==> src/rtl/bh_rollback_ctrl_pkg.sv <==
// Shared types for the gshare rollback sequencer: checkpoint entry and FSM state.
package bh_rollback_ctrl_pkg;

   localparam int BH_SIZE       = 8;
   localparam int PC_W          = 32;
   localparam int OBQ_DEPTH_DEF = 16;

   typedef struct packed {
      logic [BH_SIZE-1:0] ght;
      logic [PC_W-1:0]    pc;
   } obq_entry_t;

   typedef enum logic [1:0] {
      IDLE,
      ROLLBACK,
      RECOVER
   } bh_ctrl_state_e;

endpackage

==> src/rtl/bh_rollback_ctrl_if.sv <==
// Fetch/retire/GSHARE signal bundle around the rollback sequencer.
interface bh_rollback_ctrl_if
   import bh_rollback_ctrl_pkg::*;
#(
   parameter int OBQ_DEPTH = OBQ_DEPTH_DEF
);
   localparam int TAG_W = $clog2(OBQ_DEPTH);

   logic               if_branch_in;
   logic [PC_W-1:0]    if_pc_in;
   logic [BH_SIZE-1:0] gs_ght_in;
   logic               rt_branch_valid;
   logic               rt_mispredict;
   logic [PC_W-1:0]    rt_pc_in;
   logic [TAG_W-1:0]   bh_tag_out;
   logic               fetch_stall_out;
   logic               gs_enable_out;
   logic               gs_clear_en_out;
   logic               gs_obq_valid_out;
   logic [BH_SIZE-1:0] gs_obq_gh_out;
   logic [PC_W-1:0]    gs_rt_pc_out;
   logic [TAG_W:0]     count_out;
   logic               err_underflow;

   modport master (
      output if_branch_in, if_pc_in, gs_ght_in, rt_branch_valid, rt_mispredict, rt_pc_in,
      input  bh_tag_out, fetch_stall_out, gs_enable_out, gs_clear_en_out, gs_obq_valid_out,
             gs_obq_gh_out, gs_rt_pc_out, count_out, err_underflow
   );

   modport slave (
      input  if_branch_in, if_pc_in, gs_ght_in, rt_branch_valid, rt_mispredict, rt_pc_in,
      output bh_tag_out, fetch_stall_out, gs_enable_out, gs_clear_en_out, gs_obq_valid_out,
             gs_obq_gh_out, gs_rt_pc_out, count_out, err_underflow
   );

endinterface

==> src/rtl/bh_rollback_ctrl_ckpt_fifo.sv <==
// Circular checkpoint buffer of obq_entry_t; caller guarantees no push when full / pop when empty.
module bh_rollback_ctrl_ckpt_fifo
   import bh_rollback_ctrl_pkg::*;
#(
   parameter int DEPTH = OBQ_DEPTH_DEF,
   localparam int TAG_W = $clog2(DEPTH)
) (
   input  logic             i_clk,
   input  logic             i_rst,
   input  logic             i_push,
   input  logic             i_pop,
   input  logic             i_flush,
   input  obq_entry_t       i_wdata,
   output obq_entry_t       o_head,
   output logic [TAG_W-1:0] o_tail,
   output logic [TAG_W:0]   o_count
);

   obq_entry_t       r_mem [DEPTH];
   logic [TAG_W-1:0] r_head;
   logic [TAG_W-1:0] r_tail;
   logic [TAG_W:0]   r_count;

   always_ff @(posedge i_clk) begin
      if (i_push) begin
         r_mem[r_tail] <= i_wdata;
      end
   end

   // Power-of-two depth: pointers wrap by natural overflow.
   always_ff @(posedge i_clk) begin
      if (i_rst || i_flush) begin
         r_head  <= '0;
         r_tail  <= '0;
         r_count <= '0;
      end else begin
         if (i_push) r_tail <= r_tail + 1'b1;
         if (i_pop)  r_head <= r_head + 1'b1;
         case ({i_push, i_pop})
            2'b10:   r_count <= r_count + 1'b1;
            2'b01:   r_count <= r_count - 1'b1;
            default: r_count <= r_count;
         endcase
      end
   end

   assign o_head  = r_mem[r_head];
   assign o_tail  = r_tail;
   assign o_count = r_count;

endmodule

==> src/rtl/bh_rollback_ctrl.sv <==
// Gshare history checkpoint sequencer: in-order GHT queue, one-cycle rollback drive, fetch stall.
module bh_rollback_ctrl
   import bh_rollback_ctrl_pkg::*;
#(
   parameter int OBQ_DEPTH = OBQ_DEPTH_DEF
) (
   input logic                clock,
   input logic                reset,
   bh_rollback_ctrl_if.slave  bus
);

   localparam int TAG_W = $clog2(OBQ_DEPTH);
   localparam int CNT_W = TAG_W + 1;

   bh_ctrl_state_e     r_state;
   logic               r_clear_en;
   logic [BH_SIZE-1:0] r_gh;
   logic [PC_W-1:0]    r_pc;
   logic               r_err;

   obq_entry_t         w_head;
   obq_entry_t         w_wdata;
   logic [TAG_W-1:0]   w_tail;
   logic [CNT_W-1:0]   w_count;
   logic               w_full;
   logic               w_empty;
   logic               w_idle;
   logic               w_stall;
   logic               w_push;
   logic               w_pop;
   logic               w_rollback;
   logic               w_flush;
   logic               w_unused_head_pc;

   assign w_full     = (w_count == CNT_W'(OBQ_DEPTH));
   assign w_empty    = (w_count == '0);
   assign w_idle     = (r_state == IDLE);
   assign w_stall    = w_full | ~w_idle;
   // A retiring mispredict squashes the same-cycle fetch even before its pop qualifies.
   assign w_push     = bus.if_branch_in & ~w_stall & ~(bus.rt_branch_valid & bus.rt_mispredict);
   assign w_pop      = bus.rt_branch_valid & ~w_empty & w_idle;
   assign w_rollback = w_pop & bus.rt_mispredict;
   assign w_flush    = (r_state == ROLLBACK);
   assign w_wdata    = '{ght: bus.gs_ght_in, pc: bus.if_pc_in};

   assign w_unused_head_pc = ^w_head.pc;

   bh_rollback_ctrl_ckpt_fifo #(
      .DEPTH (OBQ_DEPTH)
   ) u_fifo (
      .i_clk   (clock),
      .i_rst   (reset),
      .i_push  (w_push),
      .i_pop   (w_pop),
      .i_flush (w_flush),
      .i_wdata (w_wdata),
      .o_head  (w_head),
      .o_tail  (w_tail),
      .o_count (w_count)
   );

   always_ff @(posedge clock) begin
      if (reset) begin
         r_state    <= IDLE;
         r_clear_en <= 1'b0;
         r_gh       <= '0;
         r_pc       <= '0;
         r_err      <= 1'b0;
      end else begin
         case (r_state)
            IDLE: begin
               if (w_rollback) begin
                  r_state    <= ROLLBACK;
                  r_clear_en <= 1'b1;
                  r_gh       <= w_head.ght;
                  r_pc       <= bus.rt_pc_in;
               end
               if (bus.rt_branch_valid && w_empty) r_err <= 1'b1;
            end
            ROLLBACK: begin
               r_state    <= RECOVER;
               r_clear_en <= 1'b0;
               r_gh       <= '0;
               r_pc       <= '0;
            end
            RECOVER: r_state <= IDLE;
            default: r_state <= IDLE;
         endcase
      end
   end

   assign bus.bh_tag_out       = w_tail;
   assign bus.fetch_stall_out  = w_stall;
   assign bus.gs_enable_out    = ~w_stall;
   assign bus.gs_clear_en_out  = r_clear_en;
   assign bus.gs_obq_valid_out = r_clear_en;
   assign bus.gs_obq_gh_out    = r_gh;
   assign bus.gs_rt_pc_out     = r_pc;
   assign bus.count_out        = w_count;
   assign bus.err_underflow    = r_err;

endmodule
==> src/flat_wrapper.sv <==
// flat-port wrapper written by rule: the top's interface ports become plain ports
module bh_rollback_ctrl_flat import bh_rollback_ctrl_pkg::*;
#(
   parameter int OBQ_DEPTH = OBQ_DEPTH_DEF
)
  (clock, reset, bus_if_branch_in, bus_if_pc_in, bus_gs_ght_in, bus_rt_branch_valid, bus_rt_mispredict, bus_rt_pc_in, bus_bh_tag_out, bus_fetch_stall_out, bus_gs_enable_out, bus_gs_clear_en_out, bus_gs_obq_valid_out, bus_gs_obq_gh_out, bus_gs_rt_pc_out, bus_count_out, bus_err_underflow);
  bh_rollback_ctrl_if #(.OBQ_DEPTH(OBQ_DEPTH)) bus_i ();
  input logic clock;
  input logic reset;
  input wire logic [$bits(bus_i.if_branch_in)-1:0] bus_if_branch_in;
  input wire logic [$bits(bus_i.if_pc_in)-1:0] bus_if_pc_in;
  input wire logic [$bits(bus_i.gs_ght_in)-1:0] bus_gs_ght_in;
  input wire logic [$bits(bus_i.rt_branch_valid)-1:0] bus_rt_branch_valid;
  input wire logic [$bits(bus_i.rt_mispredict)-1:0] bus_rt_mispredict;
  input wire logic [$bits(bus_i.rt_pc_in)-1:0] bus_rt_pc_in;
  output wire logic [$bits(bus_i.bh_tag_out)-1:0] bus_bh_tag_out;
  output wire logic [$bits(bus_i.fetch_stall_out)-1:0] bus_fetch_stall_out;
  output wire logic [$bits(bus_i.gs_enable_out)-1:0] bus_gs_enable_out;
  output wire logic [$bits(bus_i.gs_clear_en_out)-1:0] bus_gs_clear_en_out;
  output wire logic [$bits(bus_i.gs_obq_valid_out)-1:0] bus_gs_obq_valid_out;
  output wire logic [$bits(bus_i.gs_obq_gh_out)-1:0] bus_gs_obq_gh_out;
  output wire logic [$bits(bus_i.gs_rt_pc_out)-1:0] bus_gs_rt_pc_out;
  output wire logic [$bits(bus_i.count_out)-1:0] bus_count_out;
  output wire logic [$bits(bus_i.err_underflow)-1:0] bus_err_underflow;
  assign bus_i.if_branch_in = bus_if_branch_in;
  assign bus_i.if_pc_in = bus_if_pc_in;
  assign bus_i.gs_ght_in = bus_gs_ght_in;
  assign bus_i.rt_branch_valid = bus_rt_branch_valid;
  assign bus_i.rt_mispredict = bus_rt_mispredict;
  assign bus_i.rt_pc_in = bus_rt_pc_in;
  assign bus_bh_tag_out = bus_i.bh_tag_out;
  assign bus_fetch_stall_out = bus_i.fetch_stall_out;
  assign bus_gs_enable_out = bus_i.gs_enable_out;
  assign bus_gs_clear_en_out = bus_i.gs_clear_en_out;
  assign bus_gs_obq_valid_out = bus_i.gs_obq_valid_out;
  assign bus_gs_obq_gh_out = bus_i.gs_obq_gh_out;
  assign bus_gs_rt_pc_out = bus_i.gs_rt_pc_out;
  assign bus_count_out = bus_i.count_out;
  assign bus_err_underflow = bus_i.err_underflow;
  bh_rollback_ctrl #(.OBQ_DEPTH(OBQ_DEPTH)) u_core (.clock(clock), .reset(reset), .bus(bus_i));
endmodule
==> config.mk <==
export PLATFORM = sky130hd
export DESIGN_NAME = bh_rollback_ctrl_flat
export DESIGN_NICKNAME = d
export VERILOG_FILES = /design/src/rtl/bh_rollback_ctrl_pkg.sv /design/src/rtl/bh_rollback_ctrl_if.sv /design/src/rtl/bh_rollback_ctrl_ckpt_fifo.sv /design/src/rtl/bh_rollback_ctrl.sv /design/src/flat_wrapper.sv
export SDC_FILE = /design/constraint.sdc
export NUM_CORES = 1
export LEC_CHECK = 0
export CELL_PAD_IN_SITES_DETAIL_PLACEMENT = 0
export CELL_PAD_IN_SITES_GLOBAL_PLACEMENT = 1
export CORE_ASPECT_RATIO = 0.75
export CORE_MARGIN = 4
export CORE_UTILIZATION = 40
export DETAILED_ROUTE_END_ITERATION = 16
export GPL_TIMING_DRIVEN = 0
export PLACE_DENSITY = 0.87
export SLEW_MARGIN = 0
export SYNTH_ARGS = -nofsm -noshare
export SYNTH_HDL_FRONTEND = slang
export SYNTH_SLANG_ARGS = --single-unit
==> constraint.sdc <==
create_clock -name clock -period 2.8 [get_ports clock]
set_clock_uncertainty 0.05 [all_clocks]
set_input_delay 0.42 -clock clock [delete_from_list [all_inputs] [get_ports clock]]
set_output_delay 0.42 -clock clock [all_outputs]
set_load 0.03 [all_outputs]
==> results.md <==
* Period utilization at 99.5%
* Yosys top cell by area: edfxtp_1
* Max cap viols at 0
* CP Class: register to register
* Post-layout util at 52.3%
* Share of post-route cells with drive strength above 1 at 20.2%
* Setup ws final at ~0.015 ns
* Final Max Slew Viols at 0
* Multi-input logic area at about 2100 um2
* Cell count after synthesis at 418
* Remaining antenna violation count at 0
* Hold_buf cts at 0
* CTS Sinks at 189
* F_max at 0.359 GHz
* Sequential area share after synthesis at 69.8%
* Yosys warns at 0
* NumNets Final at 632
* Synth unique cells at 41
* Root buf cell: clkbuf_16
* Crit path max fanout at 3
* Hold Worst Slack at between 0.4 and 0.5 ns
* VDD IR max at 0.421 mV
* Total leakage power at 3.18 nW
* Final setup viols at 0
* Yosys top cell area share at 53.0%
* Setup TNS at 0 ns
* Die H at 125 um
* Die X at roughly 160 um
* Seq pwr share at 43.7%
* Status: finished clean
* Synth-to-layout area growth at 27.6%
* Comb pwr share at 27.6%
* Layout fillers at 1402
* Most common cell after layout, fill and taps aside: edfxtp_1
* Num ports at 131
* Int Pwr at 5.34 mW
* Synth top area cells: edfxtp_1, dfxtp_1, mux4_2
* RSZ-0062 raised after global routing: yes
* Worst-path clk slew at 0.07 ns
* CTS Buffer Depth at 2
* #FFs+latches synth at 189
* Hold Path Depth at 1
* Final Hold Viols at 0
* Commonest non-fill, non-tap cells in the layout: edfxtp_1, clkdlybuf4s50_1, dfxtp_1, a22o_1, mux4_2
* Drt via density at 5.27
* Initial Util at 41.0%
* Total GRT Usage at approximately 16%
* Pre-CTS setup slack at -1.02 ns
* Number of buffers created by CTS at 17
* Worst Reg-to-Reg Cells at 10
* Design Power at 7.65 mW
* Die area at 20400 um2
* DR DRC count at 0
* Net Sw Frac at between 30% and 40%
* Worst Path Required at 3.10 ns
* Largest net degree at the start of global routing at 18
* Initial antenna violation count at 0
* Switching pwr at about 2.3 mW
* Dpl hpwl at 10600 um
* Synthesized net count at a little over 500
* Drt first pass iters at 5
* Post-Syn Area per Cell at between 15 and 20 um2
* Pwr per Cell Area at ~830 nW/um2
* Main synth FF type: edfxtp_1
* Tightest Hold Check Type: register to register
* Clock share of power at 28.7%
* # diodes at 0
* Worst skew pair latency at 0.42 ns
* First-pass GRT wire length at roughly 25000 um
* Worst Path Arrival at 3.08 ns
* EDFF count, synth at 128
* Rel. slew slack at 32.2%
* Via count at 4223
* FP Rows at 42
* Vias in the first global route at 4222
* Crit path time final at 2.78 ns
* Gpl congestion at 0.790
* First-iteration detailed-routing DRC count at around 390
* Core area at 17700 um2
* Htree depth at 4
* Startpoint Class: register
* Gr ovfl total at 0
* Worst-margin pin slew at around 1.0 ns
* IO Port Bufs at 98
* Register area at 5070 um2
* Async set-reset flop share out of synthesis at 0%
* Wire per inst at roughly 20 um
* WL final at 16000 um
* CTS tree: yes
* CP endpoint kind: register
* Mapped Area at around 7300 um2
synthesized netlist by cell type, types with 3 or more instances:
library cell and count:
or3_1 3, mux4_2 32, buf_6 5, a21oi_1 4
and3_1 14, clkbuf_1 7, dfxtp_1 61, nor2b_1 6
edfxtp_1 128, mux2i_1 29, nand2b_1 3, ha_1 8
a22o_1 40, buf_2 10, o21ai_0 3, nor2_1 16
xor2_1 6, inv_1 7, nand2_1 4, buf_1 3
cells by family after synthesis:
kind of cell / share of synthesized area, %
AND/OR/NAND/NOR: 4.22
flip-flops: 69.8
adder cells (fa/ha/maj): 1.38
AO/OA/AOI/OAI: 7.16
buffers and inverters: 2.55
multiplexers: 13.9
XOR/XNOR: 0.966
metrics by stage:
step | area (um2) | cells
detailed placement | 8570 | 758
global route | 9260 | 802
global placement | 8570 | 758
floorplan | 7280 | 418
finish | 9260 | 802
CTS | 9180 | 796
layout make-up:
type / count / share of cell area [%]
Timing Repair Buffer: 113 / 11.8
Clock inverter: 13 / 0.986
Buffer: 24 / 1.55
Clock buffer: 19 / 4.68
Tap cell: 242 / 3.27
Multi-Input combinational cell: 195 / 22.6
Inverter: 7 / 0.284
Sequential cell: 189 / 54.8
power by group through the flow:
stage / clock, mW / sequential (mW) / combinational, mW
floorplan: 0 / 3.65 / 0.894
global placement: 0 / 3.38 / 1.77
detailed placement: 0 / 3.39 / 1.81
CTS: 2.22 / 3.34 / 1.95
global route: 2.35 / 3.36 / 2.25
finish: 2.19 / 3.34 / 2.11
path summary, 6_finish.rpt:
check,from,to,slack [ns]
max,u_core.u_fifo.o_count[1]$_SDFFE_PP0P_,u_core.u_fifo.o_count[4]$_SDFFE_PP0P_,0.02
min,u_core.bus.gs_rt_pc_out[7]$_SDFFE_PP0P_,u_core.bus.gs_rt_pc_out[7]$_SDFFE_PP0P_,0.43
max reg2reg,u_core.u_fifo.o_count[1]$_SDFFE_PP0P_,u_core.u_fifo.o_count[4]$_SDFFE_PP0P_,0.02
min reg2reg,u_core.bus.gs_rt_pc_out[7]$_SDFFE_PP0P_,u_core.bus.gs_rt_pc_out[7]$_SDFFE_PP0P_,0.43
per-layer routing:
layer / GRT usage, % / wire (um) / up-vias
met4: 3.70 / 157 / 0
met5: 0 / 0 / -
met3: 4.33 / 1160 / 14
met2: 24.2 / 7500 / 154
met1: 22.7 / 7190 / 2149
li1: - / - / 1906
sequential cells by signal, indices dropped and copies added (netlist names), 2 cells and up, named ones only:
signal,count
u_core.bus.gs_obq_gh_out,8
u_core.u_fifo.r_mem,128
u_core.u_fifo.o_count,5
u_core.u_fifo.r_head,4
u_core.u_fifo.o_tail,4
u_core.r_state,2
u_core.bus.gs_rt_pc_out,32
what timing repair did:
action | CTS | global route
gates resized for setup | 8 | 10
pin swaps | 7 | 10
endpoints found under the setup margin | 4 | 3
hold endpoints to repair | 0 | 0
setup buffers | 9 | 6
critical path, stage by stage (launching register included):
cell,delay [ns]
dfxtp_4,0.35
or4_4,0.52
o211ai_1,0.32
inv_1,0.15
ha_4,0.19
xor2_2,0.12
ha_2,0.22
a21oi_4,0.05
or3_1,0.32
a31oi_2,0.21
mux2i_1,0.20
No activity file was read; power rests on OpenSTA's default activity.
==> RTL change 1, RTL diff (same flow settings) <==
`BH_SIZE`: 8 -> 4.
--- a/src/rtl/bh_rollback_ctrl_pkg.sv
+++ b/src/rtl/bh_rollback_ctrl_pkg.sv
@@ -3,3 +3,3 @@
 
-   localparam int BH_SIZE       = 8;
+   localparam int BH_SIZE       = 4;
    localparam int PC_W          = 32;
Ports: changed (resized bus_gs_ght_in and bus_gs_obq_gh_out); port bits go from 131 to 123. No check against the original RTL was run, so the function may have changed too.
==> RTL change 1 against the unedited design <==
- clock power decreased by 6%
- count of clock-buffer cells in the layout increased by 7
- cell count decreased by 26%
- non-clock buffer count decreased by 24
- synthesized cell count decreased by 26%
- design area decreased by 30%
- largest power group unchanged
- synthesized area decreased by 35%
- routed wire length decreased by 34%
- power decreased by 22%
- sequential cell count decreased by 68
- combinational power decreased by 19%
- setup slack improved by 0.070 ns
==> RTL change 1: results (changes against the unedited design) <==
[run_status]
status = completed

[clock_tree]
clockBufferDepth = 2  ; unchanged
clock_latency_ns = 0.40  ; -0.02 ns
cts_max_level = 4  ; unchanged
ctsHoldBuffers = 0  ; unchanged
root_buffer = clkbuf_16
path_clk_slew_ns = 0.05  ; -0.02 ns
cts_made_buffers = 17  ; unchanged

[worst_hold_path]
holdPathStages = 2  ; +1
hold_end = u_core.bus.err_underflow
min_from = reset
hp-class = input port to flop

[critical_path]
worst_r2r_path_depth = 11  ; +1
r2r_end = u_core.u_fifo.o_count[2]
worst_ep_arrival_time_ns = 2.99  ; -0.09 ns
cp_max_fo = 7  ; +4
r2r_slack_ns = 0.09  ; +0.07 ns
startpoint = u_core.u_fifo.o_count[0]

[yosys]
synth_top_cells_by_count = 64 x edfxtp_1, 57 x dfxtp_1, 32 x a22o_1
async_flop_share_pct = 0  ; unchanged
synth_cell_types = 45  ; +9.8%
synth_warnings = 0  ; unchanged
synth_edf_count = 64  ; -50%
ys_seq_area_share_pct = 64.5  ; -5.3 points
synth_area_leaders = edfxtp_1 40%, dfxtp_1 24%, mux4_2 9.5%
syn_nets = 392  ; -22%

[detailed_routing]
routed-via-count = 3057  ; -28%
first_pass_iters = 4  ; -1
drtIter0Drc = 180  ; -54%
wl_per_cell_um = 17.8  ; -11%

[pwr]
vdd_drop_max_v = 0.000502  ; +19%
p_leak_uw = 0.00236  ; -26%

[place]
place_ws_ns = -0.544  ; +0.480 ns
dpl_cell_area_um2 = 5880  ; -31%
gp_congestion = 0.773  ; -2.1%
hpwl_um = 7500  ; -29%
port_buffers = 89  ; -9.2%

[final_layout]
drive_gt1_share_pct = 19.8  ; -0.41 points
largest_reg_flops = 64  ; -50%
top_register = u_core.u_fifo.r_mem
n_fill_cell = 913  ; -35%
antenna_cells = 0  ; unchanged
nets = 503  ; -20%

[global_routing]
grt.total_usage_pct = 16.1  ; +0.32 points
grt_pass1_wl_um = 16800  ; -32%
grt_start_max_net_pins = 17  ; -1
antenna_found_initial = 0  ; unchanged

[sta]
worst_slew_pin_slew_ns = 0.688  ; -0.326 ns
slew_viol_final = 0  ; unchanged

==> RTL change 1: cell count changes after synthesis, sizes merged, moves of 2 or more <==
cell	delta
dfxtp	-4
mux2i	-24
a22o	-8
nand3	+4
edfxtp	-64
a21boi	+2
a21oi	+4
nor2b	-3
buf	-5
mux4	-12
nand2	+3
==> RTL change 1: metrics by stage <==
step           hold slack [ns]  cells
3_5_place_dp             0.405    562
2_1_floorplan            0.409    311
5_1_grt                  0.360    597
6_report                 0.324    597
3_3_place_gp             0.406    562
4_1_cts                  0.314    595
==> RTL change 1: metal layers <==
layer	wire length [µm]	part of all wire, %	track usage, %
met5	0	0	0
met4	101	0.95	5.93
met3	908	8.6	5.95
met2	4670	44	24.0
met1	4930	46	21.9
==> RTL change 1: worst max-delay path: stages (launching register included) <==
cell	delay (ns)
dfxtp_4	0.36
or4_4	0.54
buf_6	0.14
o211ai_4	0.24
inv_2	0.09
ha_4	0.17
xor2_1	0.15
ha_2	0.20
a21oi_4	0.14
xnor2_1	0.09
or3_1	0.31
a21oi_1	0.15
==> RTL change 1: worst max path at each step <==
stage / end / slack, ns / depth (start not counted)
after floorplan: u_core.u_fifo.o_count[4] / -0.19 / 15
after global placement: u_core.u_fifo.o_count[4] / -0.45 / 14
after detailed placement: u_core.u_fifo.o_count[4] / -0.54 / 14
after CTS: u_core.u_fifo.o_count[4] / 0.02 / 12
after global routing: u_core.u_fifo.o_count[4] / -0.007 / 11
final: u_core.u_fifo.o_count[2] / 0.09 / 11
==> RTL change 1: final cells by class <==
| cell class | count | area, µm² | area share [%] |
|---|---|---|---|
| plain buffers | 16 | 125 | 1.92 |
| clock buffers | 26 | 551 | 8.44 |
| clock inverters | 6 | 31.3 | 0.480 |
| inverters | 8 | 32.5 | 0.499 |
| multi-input cells | 161 | 1550 | 23.8 |
| flip-flops and latches | 121 | 3070 | 47.1 |
| well taps | 162 | 203 | 3.11 |
| repair buffers | 97 | 955 | 14.6 |
==> RTL change 1: kinds of logic after synthesis <==
logic type / count (synthesis) / share of synthesized area (%)
adders and majority gates: 8 / 2.11
AOI/OAI and AO/OA: 59 / 10.3
and+or+nand+nor: 61 / 7.19
DFF: 121 / 64.5
muxes: 25 / 10.5
buffers and inverters: 29 / 3.85
xor gates and xnor gates: 8 / 1.48
==> RTL change 1: what timing repair did <==
action,4_1_cts,5_1_grt
pin swaps,4,6
setup endpoints to repair,3,5
gates resized for setup,5,5
setup buffers,4,4
==> RTL change 1: report_power, final <==
part	switching [µW]	leakage (µW)	internal, µW
clock network	715	0.000297	1340
registers	162	0.00104	2060
logic	898	0.00102	810
==> RTL change 2, RTL diff (config.mk and constraints unchanged) <==
Made on the original files. Reset style: asynchronous (`reset`), changed in one clocked block.
--- a/src/rtl/bh_rollback_ctrl.sv
+++ b/src/rtl/bh_rollback_ctrl.sv
@@ -61,3 +61,3 @@
 
-   always_ff @(posedge clock) begin
+   always_ff @(posedge clock or posedge reset) begin
       if (reset) begin
Check against the original RTL: differs if reset is asserted again (counterexample within 4 cycles, from zero or initial values and one cycle with reset high); with reset held inactive, the same outputs for 4 cycles.
==> RTL change 2 against the unedited design <==
- die area rose by 4.0%
- design area up 3.9%
- synthesized cell count increased by 17%
- sequential cell count is the same
- synthesized area is 4.3% higher
- count of clock-buffer cells in the layout decreased by 2
- routed wire length increased by 2.3%
- power rose by 16%
- non-clock buffer count is 1 higher
- setup slack better by 0.12 ns
- sequential power is 6.0% higher
==> RTL change 2: results (changes against the unedited design) <==
[yosys]
synth_area_leaders = edfxtp_1 51%, dfrtp_1 15%, mux4_2 9.5%
synthAdderAreaFrac_pct = 1.32  ; -0.057 points
synthXorXnorAreaFrac_pct = 0.926  ; -0.040 points
synthMuxAreaShare_pct = 11.2  ; -2.7 points
async_flop_share_pct = 23.3  ; +23 points
ys_seq_area_share_pct = 69.8  ; about the same
synthCells = 491  ; +17%
synth_cell_types = 50  ; +22%

[pwr]
vdd_drop_max_v = 0.000494  ; +17%
total_power_uw = 8860  ; +16%
seq_power_share_pct = 40.0  ; -3.7 points

[final_layout]
bufAreaShareNonClock_pct = 12.5  ; -0.92 points
sh_seq_area_pct = 55.0  ; +0.17 points
clock_tree_area_fraction_pct = 6.53  ; +0.87 points
n_all_inverters = 13  ; +6
nets = 700  ; +11%
nMultiInputCombCells = 256  ; +31%
drive_gt1_share_pct = 17.1  ; -3.1 points
area_growth_pct = 27.1
n_fill_cell = 1525  ; +8.8%
nClkBuffers = 17  ; -2

[critical_path]
worst_ep_arrival_time_ns = 2.97  ; -0.11 ns
cp_max_fo = 7  ; +4
critical-path-max-stage-delay_ns = 0.55  ; +0.03 ns

[place]
dpl_cell_area_um2 = 8930  ; +4.2%
hpwl_um = 11500  ; +8.8%
gp_congestion = 0.791  ; +0.20%
place_ws_ns = -0.720  ; +0.304 ns

[global_routing]
grt_start_max_net_pins = 46  ; +28
grt.total_usage_pct = 16.0  ; +0.22 points
met1_usage_pct = 22.5  ; -0.18 points
grt_pass1_wl_um = 26200  ; +6.7%
grt_pass1_vias = 4627  ; +9.6%
use_met3_pct = 4.45  ; +0.12 points

[detailed_routing]
drtIter0Drc = 347  ; -11%
met2_wirelength_um = 7540  ; +0.56%
wl_per_cell_um = 18.7  ; -6.2%

[sta]
worst_slew_pin_slew_ns = 0.972  ; -0.0429 ns

[run_status]
status = completed

[floorplanning]
die-area_um2 = 21200  ; +4.0%

==> RTL change 2: changes by cell type after synthesis, sizes merged, moves of 16 or more <==
cell / change
nand2: +66
dfrtp: +44
dfxtp: -44
a22o: -40
nand3: +32
mux2i: -16
==> RTL change 2: timing repair <==
action,in CTS,in global routing
endpoints found under the setup margin,28,4
endpoints found under the hold margin,0,0
gates cloned,0,0
setup buffers,2,2
pin swaps,2,3
resized for setup,3,3
==> RTL change 2: worst paths after layout <==
path,startpoint,endpoint,slack [ns],cells after the start
min in group asynchronous,reset,u_core.bus.err_underflow,0.58,2
max reg2reg,u_core.u_fifo.o_count[1],u_core.u_fifo.o_count[2],0.13,11
max,u_core.u_fifo.o_count[1],u_core.u_fifo.o_count[2],0.13,11
max in group asynchronous,reset,u_core.bus.gs_rt_pc_out[2],1.53,2
min reg2reg,u_core.bus.gs_rt_pc_out[17],u_core.bus.gs_rt_pc_out[17],0.45,2
min,u_core.bus.gs_rt_pc_out[17],u_core.bus.gs_rt_pc_out[17],0.45,2
